`src/rtl/sram_byte_bridge_pkg.sv`:
```
// Shared types and frame-format constants for the byte-serial SRAM bridge.
// Contents: FSM state enum, opcode-byte field positions, frame lengths and
// small opcode decode helpers.
package sram_bridge_pkg;

  typedef enum logic [2:0] {
    OP,
    ADDR,
    WDATA,
    ISSUE,
    WAIT,
    RDATA
  } bridge_state_e;

  // Opcode byte: {rsvd[1:0], we, wmask[3:0], addr[8]}
  localparam int unsigned OP_WE_BIT      = 5;
  localparam int unsigned OP_MASK_LSB    = 1;
  localparam int unsigned OP_A8_BIT      = 0;
  localparam int unsigned OP_RSVD_MSB    = 7;
  localparam int unsigned OP_RSVD_LSB    = 6;
  localparam int unsigned FRAME_WR_BYTES = 6;
  localparam int unsigned FRAME_RD_BYTES = 2;
  localparam int unsigned WR_DATA_BYTES  = FRAME_WR_BYTES - FRAME_RD_BYTES;

  function automatic logic op_reserved(input logic [7:0] op);
    return op[OP_RSVD_MSB:OP_RSVD_LSB] != 2'b00;
  endfunction

  function automatic logic [3:0] op_mask(input logic [7:0] op);
    return op[OP_MASK_LSB +: 4];
  endfunction

endpackage

```
`src/rtl/sram_byte_bridge_if.sv`:
```
// Host-side byte stream bundle for the SRAM bridge.
//   in_valid/in_ready/in_data    : command frame bytes, host -> bridge
//   out_valid/out_ready/out_data : read data bytes, bridge -> host
// master = host side, slave = bridge side.
interface sram_byte_bridge_if;
  logic       in_valid;
  logic       in_ready;
  logic [7:0] in_data;
  logic       out_valid;
  logic       out_ready;
  logic [7:0] out_data;

  modport master (
    output in_valid, in_data, out_ready,
    input  in_ready, out_valid, out_data
  );

  modport slave (
    input  in_valid, in_data, out_ready,
    output in_ready, out_valid, out_data
  );
endinterface

```
`src/rtl/sram_byte_bridge_ser.sv`:
```
// 32-bit load / byte shift-out register with valid/ready, LSB byte first.
// Ports:
//   clk, rst_n : clock, async active-low reset
//   i_load     : load i_word and start presenting byte 0
//   i_word     : word to serialise
//   o_valid    : o_data holds a byte not yet taken
//   i_ready    : consumer takes o_data when o_valid && i_ready
//   o_data     : current byte (held stable while stalled)
//   o_last     : current byte is byte 3
module sram_byte_ser (
  input  logic        clk,
  input  logic        rst_n,
  input  logic        i_load,
  input  logic [31:0] i_word,
  output logic        o_valid,
  input  logic        i_ready,
  output logic [7:0]  o_data,
  output logic        o_last
);

  logic [31:0] r_word;
  logic [1:0]  r_cnt;
  logic        r_valid;
  logic        w_fire;

  assign w_fire  = r_valid && i_ready;
  assign o_valid = r_valid;
  assign o_data  = r_word[7:0];
  assign o_last  = (r_cnt == 2'd3);

  always_ff @(posedge clk or negedge rst_n) begin
    if (!rst_n) begin
      r_word  <= '0;
      r_cnt   <= '0;
      r_valid <= 1'b0;
    end else if (i_load) begin
      r_word  <= i_word;
      r_cnt   <= '0;
      r_valid <= 1'b1;
    end else if (w_fire) begin
      r_word <= {8'h00, r_word[31:8]};
      r_cnt  <= r_cnt + 2'd1;
      if (r_cnt == 2'd3) begin
        r_valid <= 1'b0;
      end
    end
  end

endmodule

```
`src/rtl/sram_byte_bridge.sv`:
```
// Byte-serial host front end for a 32x512 SRAM macro (read/write port 0).
// Collects a 2-byte read or 6-byte write frame, issues one macro access with
// registered controls, and streams read words back as 4 bytes, LSB first.
// Ports:
//   clk, rst_n     : clock (also the macro clock), async active-low reset
//   host           : byte stream bundle (slave side)
//   o_busy         : high whenever the FSM is not in OP
//   o_sram_csb0    : chip select, active low, low only during ISSUE
//   o_sram_web0    : write enable, active low
//   o_sram_wmask0  : byte write mask
//   o_sram_addr0   : word address
//   o_sram_din0    : write data
//   i_sram_dout0   : read data from the macro
module sram_byte_bridge
  import sram_bridge_pkg::*;
#(
  parameter int unsigned ADDR_W = 9,  // fixed by the frame format
  parameter int unsigned RD_LAT = 1   // 1..3
) (
  input  logic                clk,
  input  logic                rst_n,
  sram_byte_bridge_if.slave   host,
  output logic                o_busy,
  output logic                o_sram_csb0,
  output logic                o_sram_web0,
  output logic [3:0]          o_sram_wmask0,
  output logic [ADDR_W-1:0]   o_sram_addr0,
  output logic [31:0]         o_sram_din0,
  input  logic [31:0]         i_sram_dout0
);

  bridge_state_e r_state, w_state_nxt;

  logic [7:0]        r_op;
  logic [ADDR_W-1:0] r_addr;
  logic [23:0]       r_din;
  logic [1:0]        r_cnt;
  logic [1:0]        r_lat;
  logic [31:0]       r_hold;
  logic              r_ser_loaded;
  logic              r_in_ready;

  logic              r_csb0;
  logic              r_web0;
  logic [3:0]        r_wmask0;
  logic [ADDR_W-1:0] r_addr0;
  logic [31:0]       r_din0;

  logic              w_in_fire;
  logic              w_we;
  logic              w_issue;
  logic              w_in_ready_nxt;
  logic              w_ser_load;
  logic              w_ser_valid;
  logic              w_ser_last;
  logic              w_ser_done;
  logic [7:0]        w_ser_data;
  logic [ADDR_W-1:0] w_addr_full;

  assign w_in_fire   = host.in_valid && r_in_ready;
  assign w_we        = r_op[OP_WE_BIT];
  assign w_addr_full = {r_op[OP_A8_BIT], host.in_data};
  assign w_ser_done  = w_ser_valid && host.out_ready && w_ser_last;

  // State register
  always_ff @(posedge clk or negedge rst_n) begin
    if (!rst_n) begin
      r_state <= OP;
    end else begin
      r_state <= w_state_nxt;
    end
  end

  // Next-state logic
  always_comb begin
    w_state_nxt = r_state;
    unique case (r_state)
      OP: begin
        if (w_in_fire) w_state_nxt = ADDR;
      end
      ADDR: begin
        if (w_in_fire) begin
          if (op_reserved(r_op)) w_state_nxt = OP;
          else if (w_we)         w_state_nxt = WDATA;
          else                   w_state_nxt = ISSUE;
        end
      end
      WDATA: begin
        if (w_in_fire && (r_cnt == 2'(WR_DATA_BYTES - 1))) w_state_nxt = ISSUE;
      end
      ISSUE: begin
        w_state_nxt = w_we ? OP : WAIT;
      end
      WAIT: begin
        if (r_lat == 2'(RD_LAT - 1)) w_state_nxt = RDATA;
      end
      RDATA: begin
        if (w_ser_done) w_state_nxt = OP;
      end
      default: w_state_nxt = OP;
    endcase
  end

  // FSM outputs
  always_comb begin
    o_busy         = (r_state != OP);
    w_issue        = (w_state_nxt == ISSUE);
    w_in_ready_nxt = (w_state_nxt == OP) || (w_state_nxt == ADDR) || (w_state_nxt == WDATA);
    // Serializer loads from the holding register on the first RDATA cycle.
    w_ser_load     = (r_state == RDATA) && !r_ser_loaded;
  end

  // Frame deserializer, latency counter and read holding register
  always_ff @(posedge clk or negedge rst_n) begin
    if (!rst_n) begin
      r_op         <= '0;
      r_addr       <= '0;
      r_din        <= '0;
      r_cnt        <= '0;
      r_lat        <= '0;
      r_hold       <= '0;
      r_ser_loaded <= 1'b0;
      r_in_ready   <= 1'b0;
    end else begin
      // Registered from next state so it is already correct in the first cycle of each state.
      r_in_ready <= w_in_ready_nxt;

      if (w_in_fire) begin
        unique case (r_state)
          OP: r_op <= host.in_data;
          ADDR: begin
            r_addr <= w_addr_full;
            r_cnt  <= '0;
          end
          WDATA: begin
            unique case (r_cnt)
              2'd0:    r_din[7:0]   <= host.in_data;
              2'd1:    r_din[15:8]  <= host.in_data;
              2'd2:    r_din[23:16] <= host.in_data;
              default: ;  // byte 3 goes straight to the din0 register
            endcase
            r_cnt <= r_cnt + 2'd1;
          end
          default: ;
        endcase
      end

      if (r_state == WAIT) r_lat <= r_lat + 2'd1;
      else                 r_lat <= '0;

      if ((r_state == WAIT) && (w_state_nxt == RDATA)) begin
        r_hold <= i_sram_dout0;
      end

      r_ser_loaded <= (w_state_nxt == RDATA) && (r_ser_loaded || w_ser_load);
    end
  end

  // SRAM port registers: loaded on the edge entering ISSUE, held afterwards.
  always_ff @(posedge clk or negedge rst_n) begin
    if (!rst_n) begin
      r_csb0   <= 1'b1;
      r_web0   <= 1'b1;
      r_wmask0 <= '0;
      r_addr0  <= '0;
      r_din0   <= '0;
    end else begin
      r_csb0 <= !w_issue;
      if (w_issue) begin
        r_web0   <= !w_we;
        r_wmask0 <= w_we ? op_mask(r_op) : 4'h0;
        // A read enters ISSUE straight from ADDR, so the low address byte is still on the bus.
        r_addr0  <= (r_state == ADDR) ? w_addr_full : r_addr;
        if (w_we) begin
          r_din0 <= {host.in_data, r_din};
        end
      end
    end
  end

  assign o_sram_csb0   = r_csb0;
  assign o_sram_web0   = r_web0;
  assign o_sram_wmask0 = r_wmask0;
  assign o_sram_addr0  = r_addr0;
  assign o_sram_din0   = r_din0;

  sram_byte_ser u_ser (
    .clk     (clk),
    .rst_n   (rst_n),
    .i_load  (w_ser_load),
    .i_word  (r_hold),
    .o_valid (w_ser_valid),
    .i_ready (host.out_ready),
    .o_data  (w_ser_data),
    .o_last  (w_ser_last)
  );

  assign host.in_ready  = r_in_ready;
  assign host.out_valid = w_ser_valid;
  assign host.out_data  = w_ser_data;

endmodule

```
`src/flat_wrapper.sv`:
```
// flat-port wrapper written by rule: the top's interface ports become plain ports
module sram_byte_bridge_flat import sram_bridge_pkg::*;
#(
  parameter int unsigned ADDR_W = 9,                              
  parameter int unsigned RD_LAT = 1          
)
  (clk, rst_n, o_busy, o_sram_csb0, o_sram_web0, o_sram_wmask0, o_sram_addr0, o_sram_din0, i_sram_dout0, host_in_valid, host_in_data, host_out_ready, host_in_ready, host_out_valid, host_out_data);
  sram_byte_bridge_if host_i ();
  input  logic clk;
  input  logic rst_n;
  output logic o_busy;
  output logic o_sram_csb0;
  output logic o_sram_web0;
  output logic [3:0] o_sram_wmask0;
  output logic [ADDR_W-1:0] o_sram_addr0;
  output logic [31:0] o_sram_din0;
  input  logic [31:0] i_sram_dout0;
  input wire logic [$bits(host_i.in_valid)-1:0] host_in_valid;
  input wire logic [$bits(host_i.in_data)-1:0] host_in_data;
  input wire logic [$bits(host_i.out_ready)-1:0] host_out_ready;
  output wire logic [$bits(host_i.in_ready)-1:0] host_in_ready;
  output wire logic [$bits(host_i.out_valid)-1:0] host_out_valid;
  output wire logic [$bits(host_i.out_data)-1:0] host_out_data;
  assign host_i.in_valid = host_in_valid;
  assign host_i.in_data = host_in_data;
  assign host_i.out_ready = host_out_ready;
  assign host_in_ready = host_i.in_ready;
  assign host_out_valid = host_i.out_valid;
  assign host_out_data = host_i.out_data;
  sram_byte_bridge #(.ADDR_W(ADDR_W), .RD_LAT(RD_LAT)) u_core (.clk(clk), .rst_n(rst_n), .host(host_i), .o_busy(o_busy), .o_sram_csb0(o_sram_csb0), .o_sram_web0(o_sram_web0), .o_sram_wmask0(o_sram_wmask0), .o_sram_addr0(o_sram_addr0), .o_sram_din0(o_sram_din0), .i_sram_dout0(i_sram_dout0));
endmodule
```
`config.mk`:
```
export PLATFORM = sky130hd
export DESIGN_NAME = sram_byte_bridge_flat
export DESIGN_NICKNAME = d
export VERILOG_FILES = /design/src/rtl/sram_byte_bridge_pkg.sv /design/src/rtl/sram_byte_bridge_if.sv /design/src/rtl/sram_byte_bridge_ser.sv /design/src/rtl/sram_byte_bridge.sv /design/src/flat_wrapper.sv
export SDC_FILE = /design/constraint.sdc
export NUM_CORES = 1
export LEC_CHECK = 0
export ABC_AREA = 1
export CAP_MARGIN = 15
export CORE_ASPECT_RATIO = 1.2
export CORE_MARGIN = 2
export CORE_UTILIZATION = 45
export CTS_BUF_LIST = sky130_fd_sc_hd__clkbuf_8
export DETAILED_ROUTE_END_ITERATION = 10
export PLACE_DENSITY = 0.83
export SETUP_SLACK_MARGIN = 0.2
export SYNTH_ARGS = -nofsm -noshare
export SYNTH_HDL_FRONTEND = slang
export SYNTH_HIERARCHICAL = 1
export SYNTH_SLANG_ARGS = --single-unit
```
`constraint.sdc`:
```
create_clock -name clk -period 1.4 [get_ports clk]
set_input_delay 0.28 -clock clk [delete_from_list [all_inputs] [get_ports clk]]
set_output_delay 0.28 -clock clk [all_outputs]
set_load 0.02 [all_outputs]
```
==> impl_results.md, run 1 <==
* CP Capture Type: flop
* #FFs+latches synth at 164
* WL per Instance at between 15 and 20 um
* Pins Over Slew Limit at 0
* Area Overhead vs Synth at 40.6%
* Worst-Skew Late Latency at around 0.46 ns
* Post-synth top cells: nand2_1 (376), dfrtp_1 (162), o21ai_0 (55)
* DRC Markers at 0
* Power Density at approximately 2200 nW/um^2
* CTS Sinks at around 160
* Largest net degree at the start of global routing at 44
* Syn Std Cell Area at 7020 sq um
* Worst hold path class: in2async
* Total power at approximately 0.022 W
* CP startpoint kind: flop
* CTS tree: done
* Starting density of the core at around 45%
* Detailed-route via count at 6194
* Inserted Diodes at 0
* Final setup vio count at 127
* First-pass GRT wire length at 29900 um
* Peak VDD IR at roughly 1.6 mV
* Setup TNS at -20.75 ns
* I/O Buffers at 101
* Vias in the first global route at 6093
* Clk buf depth at 2
* Share of the synthesized area in the top cell type at between 50 and 60%
* Post-synth top area cell: dfrtp_1
* CP Cell Sequence: inv_2, nand3_4, a21oi_4, nor2_4, nand2_4, nand3_4, buf_12, nand2_1, nand2_1
* CP max stage cell: dfrtp_2
* Synth cell types at 29
* Hpwl dp at 11300 um
* Placement Setup Slack at -0.426 ns
* Initial antenna violation count at 0
* CP Class: reg2reg
* Worst slew pin tran at 0.470 ns
* TritonCTS Buffers at 17
* Core area at 15500 sq um
* Top Usage Layer GRT: met2
* 1st-iter DRT viols at approximately 450
* Hold Fails Final Rpt at 0
* DRT antenna net count at 0
* Total die area at 16600 sq um
* Tcrit/Tclk final at 124%
* Die Wd at 118 um
* CP arrival at 2.07 ns
* Met2 Use GR at 39.0%
* Run status: finished, violations left
* EDFF count, synth at 0
* M3 GR Usage at 5.10%
* WL final at 19700 um
* CP max FO at 8
* Dominant cells by area after synthesis: dfrtp_1 (58%), nand2_1 (20%), o21ai_0 (3.9%), nand4_1 (2.9%), nand3_1 (2.2%)
* Ys async rst share at 100%
* Tot GR Track Use at a little under a quarter
* Mapped Avg Cell Area at slightly below 9 sq um
* Number of cell rows at 50
* Top-count cell post-synth: nand2_1
* Gp weighted congestion at 0.850
* RSZ-0062 raised after global routing: true
* CTS clk-pin slew, worst paths at around 0.10 ns
* Grt ovf at 0
* Skew final at 0.0138 ns
* Max transition margin at 68.7%
* Htree depth at 4
* Die Span Y at 141 um
* Main synth FF type: dfrtp_1
* NumNets Final at between 1000 and 1500
* Met1 Use GR at 27.0%
* Syn Inst Count at 788
* Syn_nets at 838
* Synth Warn # at 6
* Static Leak at about 5 nW
* Share of cells above drive strength 1 at 32.8%
* Vias per inst at 5.28
* CP Data Required Time at 1.74 ns
* Final min period at 1.73 ns
* Ports at 102
* FMAX at 578 MHz
* First-pass DRT Iterations at 6
* Failing checks: negative setup slack
* Sequential area share after synthesis at 58.5%
* Max-Cap Viols at 0
* Clock Root Buffer: clkbuf_8
* Fin worst setup slack at -0.331 ns
* Max stage delay on crit path at 0.48 ns
through the flow:
| stage | hold slack [ns] | std cells | util, % | area, sq um |
|---|---|---|---|---|
| 3_5_place_dp | 0.248 | 1099 | 55.0 | 8500 |
| 2_1_floorplan | -0.0156 | 788 | - | 7100 |
| 3_3_place_gp | 0.248 | 1099 | 55.0 | 8500 |
| 5_1_grt | 0.338 | 1172 | 63.9 | 9870 |
| 4_1_cts | 0.331 | 1162 | 60.8 | 9390 |
| 6_report | 0.335 | 1172 | 63.9 | 9870 |
routing by layer:
| metal | up-vias | routed length, um |
|---|---|---|
| li1 | 2850 | - |
| met1 | 3033 | 7700 |
| met2 | 247 | 10200 |
| met3 | 64 | 1010 |
| met4 | 0 | 788 |
| met5 | - | 0 |
what timing repair did:
item	4_1_cts	5_1_grt
gates cloned	6	4
resized for setup	392	130
setup endpoints to repair	220	220
hold buffers	1	0
pin swaps	2	12
buffers inserted	24	6
hold endpoints to repair	37	0
path summary, 6_finish.rpt:
check / start / depth (start not counted) / endpoint / slack [ns]
max reg2reg: u_core/r_state[1] / 9 / u_core/o_sram_din0[14] / -0.33
max in group asynchronous: rst_n / 3 / u_core/o_sram_web0 / 0.50
min: rst_n / 2 / u_core/u_ser/r_word[13] / 0.33
max: u_core/r_state[1] / 9 / u_core/o_sram_din0[14] / -0.33
min reg2reg: u_core/r_hold[26] / 2 / u_core/r_hold[26] / 0.49
min in group clk: i_sram_dout0[25] / 3 / u_core/r_hold[25] / 0.36
cells in the final DEF, fill, tap and decap left out, drive strengths merged:
cell type      count
a21oi              4
a22o               1
buf              145
bufbuf             2
bufinv             1
clkbuf            20
clkdlybuf4s50     42
clkinv             5
clkinvlp           2
dfrtp            162
dfstp              2
dlygate4sd3        1
ha                 6
inv               34
nand2            386
nand3             35
nand3b             1
nand4             32
nor2              11
nor3               1
o21ai             71
report_power, final:
| part | leakage, nW | switching (W) | internal (W) | total, W |
|---|---|---|---|---|
| sequential | 2.13 | 0.00147 | 0.00675 | 0.00822 |
| combinational | 2.69 | 0.00548 | 0.00451 | 0.00998 |
| clock | 0.191 | 0.00193 | 0.00145 | 0.00338 |
area by class of cell:
class / instances / area [sq um]
Timing Repair inverter: 1 / 11.3
Multi-Input combinational cell: 548 / 2870
Timing Repair Buffer: 193 / 2120
Tap cell: 208 / 260
Fill cell: 1151 / 5580
Inverter: 26 / 121
Sequential cell: 164 / 4110
Clock buffer: 17 / 234
Clock inverter: 15 / 144
state kept, by name, indices dropped and copies added (netlist names):
name and count:
u_core/r_lat 2, u_core/u_ser/r_word 32, u_core/r_addr 9, u_core/r_hold 32
u_core/o_sram_addr0 9, u_core/o_sram_wmask0 4, u_core/r_op 8, u_core/u_ser/o_valid 1
u_core/r_cnt 2, u_core/r_din 24, u_core/r_ser_loaded 1, u_core/u_ser/r_cnt 2
u_core/r_state 3, u_core/o_sram_din0 32, u_core/host.in_ready 1, u_core/o_sram_web0 1
u_core/o_sram_csb0 1
logic make-up (layout without fill, tap and decap cells):
logic type,count (synthesis),after routing,share of synthesized area [%]
buffers and inverters,77,252,6.61
AND/OR/NAND/NOR,465,466,27.9
flip-flops,164,164,58.5
adder cells (fa/ha/maj),6,6,1.07
AO/OA/AOI/OAI,76,76,5.95
worst max-delay path: cells and delay by family, from the launching register on:
kind	cells	cell delay, ns
simple gates	6	0.59
flops	1	0.48
buf+inv	2	0.35
compound gates	1	0.18
Power figures use the tool's default switching activity.
==> run 2: changes to the inputs <==
--- a/config.mk
+++ b/config.mk
@@ -12,7 +12,9 @@
 export CORE_UTILIZATION = 45
 export CTS_BUF_LIST = sky130_fd_sc_hd__clkbuf_8
 export DETAILED_ROUTE_END_ITERATION = 10
-export PLACE_DENSITY = 0.83
+export DONT_BUFFER_PORTS = 1
+export GPL_TIMING_DRIVEN = 0
+export PLACE_DENSITY = 0.72
 export SETUP_SLACK_MARGIN = 0.2
 export SYNTH_ARGS = -nofsm -noshare
 export SYNTH_HDL_FRONTEND = slang
==> constraint.sdc (replaced) <==
create_clock -name clk -period 1.6 [get_ports clk]
set_input_delay 0.32 -clock clk [delete_from_list [all_inputs] [get_ports clk]]
set_output_delay 0.32 -clock clk [all_outputs]
set_load 0.02 [all_outputs]
==> run 2 against run 1 <==
  * The flow finishes with violations (negative hold slack, negative setup slack)
  * First-iteration DRC count fell by 7.6%
  * Combinational power decreased by 28%
  * Worst setup slack improved by 0.12 ns
  * Via count shrank 6.4%
  * Die area is the same
  * Non-clock buffer count shrank 52
  * Clock-buffer cell count grew 2
  * Register-to-register slack gained 0.12 ns
  * Cell area down 5.4%
  * Largest power group is now sequential cells
==> impl_results.md, run 2 (same netlist as run 1, synthesis figures left out) <==
* Worst-Skew Late Latency at 0.46 ns
* Tcrit/Tclk final at 113%
* Vias in the first global route at 5635
* CTS tree: done
* Worst flop-to-flop path startpoint: u_core/r_cnt[1]
* Fillers at 1236
* Total die area at 16600 sq um
* Number of cell rows at 50
* Vias per inst at ~5.2
* Max-Cap Viols at 0
* Internal at roughly 0.010 W
* Worst Setup SP: u_core/r_cnt[1]
* Sw frac at between 40% and 50%
* CP startpoint kind: flop
* Worst slew pin tran at 0.423 ns
* Inserted Diodes at 0
* P_sw at 0.00750 W
* Starting density of the core at a little under half
* Grt ovf at 0
* CTS clk-pin slew, worst paths at ~0.1 ns
* FMAX at roughly 550 MHz
* TritonCTS Buffers at 17
* Commonest cells after routing, fill and taps aside: nand2_1 (302), dfrtp_1 (158), nand2_2 (64)
* Reg2Reg Depth at 11
* Failing checks: negative hold slack, negative setup slack
* Comb pwr share at 40.0%
* Hold slack at -0.434 ns
* Pins Over Slew Limit at 0
* CTS Sinks at 164
* Clock share of power at between 10% and 20%
* Fin cells at 1119
* Peak VDD IR at 1.52 mV
* Detailed-route via count at about 5800
* Util after Layout at 60.4%
* Worst hold path class: in2async
* I/O Buffers at 0
* CP Data Required Time at 1.94 ns
* Share of cells above drive strength 1 at between 30% and 40%
* Commonest non-fill, non-tap cell in the layout: nand2_1
* CP max FO at 8
* Area Overhead vs Synth at 33.0%
* DRC Markers at 0
* Largest net degree at the start of global routing at 165
* Max stage delay on crit path at 0.40 ns
* CP Cell Sequence: ha_2, inv_1, nor2_1, nand3_2, nand2_1, inv_2, nand2_4, nand3_4, clkbuf_16, nand2_1, nand2_1
* Die Span Y at 141 um
* Clk buf depth at 2
* WL final at 19200 um
* DRT antenna net count at 0
* Final min period at 1.81 ns
* Gp weighted congestion at 0.833
* Hpwl dp at between 10000 and 15000 um
* Fin worst setup slack at -0.211 ns
* Ports at just over 100
* Placement Setup Slack at -0.253 ns
* Core area at roughly 15000 sq um
* Tot GR Track Use at between 20 and 25%
* Share of power burned in registers at between 40% and 50%
* Run status: finished, violations left
* RSZ-0062 raised after global routing: true
* Initial antenna violation count at 0
* First-pass GRT wire length at 29000 um
* Static Leak at about 4.7 nW
* Die Wd at 118 um
* CP Class: reg2reg
* Placed Cells at 996
* Hold Fails Final Rpt at 164
* Htree depth at 4
* CP max stage cell: dfrtp_1
* CP Capture Type: flop
* WL per Instance at 17.1 um
* 1st-iter DRT viols at 412
* First-pass DRT Iterations at 5
* Final setup vio count at 95
* # hold bufs at CTS at 40
* Most used cell, CP: nand2_1
* CP arrival at 2.15 ns
* Max transition margin at 71.8%
* NumNets Final at 948
* Skew final at 0.0234 ns
* Clock Root Buffer: clkbuf_8
* Power Density at 1920 nW/um^2
-- run 2: changes by cell type in the layout (fill, tap and decap cells not counted), sizes merged, moves of 2 or more --
| cell | delta |
|---|---|
| clkinvlp | +2 |
| dlygate4sd3 | +39 |
| buf | -57 |
| clkdlybuf4s50 | -42 |
| bufbuf | -2 |
| inv | -5 |
| clkbuf | +12 |
-- run 2: metal layers --
metal  global-route usage (%)  part of all wire, %  vias to the layer above
li1                         -                    -                     2734
met2                     39.7                   55                      176
met1                     26.4                   38                     2850
met4                     8.88                  2.5                        0
met3                     4.53                  4.9                       38
met5                        0                    0                        -
-- run 2: power groups by stage --
stage	registers (W)	clock network (W)	logic [W]
2_1_floorplan	0.00730	0	0.00401
5_1_grt	0.00786	0.00335	0.00781
3_3_place_gp	0.00761	0	0.00490
3_5_place_dp	0.00763	0	0.00504
4_1_cts	0.00759	0.00316	0.00609
6_report	0.00767	0.00311	0.00718
-- run 2: critical path: cells and delay by family, from the launching register on --
kind          cells  cell delay, ns
simple gates      7            0.76
flops             1            0.40
buf+inv           3            0.34
fa+ha+maj         1            0.19
-- run 2: worst paths after layout --
check	end	slack, ns
max	u_core/o_sram_din0[15]	-0.21
min	u_core/u_ser/r_word[15]	-0.43
max reg2reg	u_core/o_sram_din0[15]	-0.21
min reg2reg	u_core/r_lat[0]	0.44
max in group asynchronous	u_core/o_sram_web0	1.73
min in group clk	u_core/u_ser/o_valid	0.04
-- run 2: per-stage QoR --
stage | hold WS, ns | instance area, sq um | total power, W | TNS (ns)
after floorplan | 0.0244 | 7090 | 0.0113 | 0
after global placement | 0.0305 | 7350 | 0.0125 | -14.17
after detailed placement | 0.0306 | 7350 | 0.0127 | -15.66
after CTS | -0.483 | 8810 | 0.0168 | -2.52
after global routing | -0.472 | 9340 | 0.0190 | -17.97
final | -0.434 | 9340 | 0.0180 | -10.71
-- run 2: final cells by class --
| cell class | instances | area, sq um | share of cell area [%] |
|---|---|---|---|
| Timing Repair Buffer | 90 | 965 | 10.3 |
| Inverter | 26 | 121 | 1.30 |
| Buffer | 51 | 508 | 5.44 |
| Sequential cell | 164 | 4110 | 44.0 |
| Multi-Input combinational cell | 548 | 2960 | 31.7 |
| Clock inverter | 13 | 149 | 1.59 |
| Tap cell | 208 | 260 | 2.79 |
| Clock buffer | 19 | 262 | 2.80 |
-- run 2: what timing repair did --
| action | 4_1_cts | 5_1_grt |
|---|---|---|
| resized for setup | 152 | 105 |
| setup buffers | 19 | 21 |
| pin swaps | 10 | 18 |
| cloned | 8 | 3 |
| setup endpoints to repair | 154 | 164 |
| endpoints found under the hold margin | 204 | 164 |
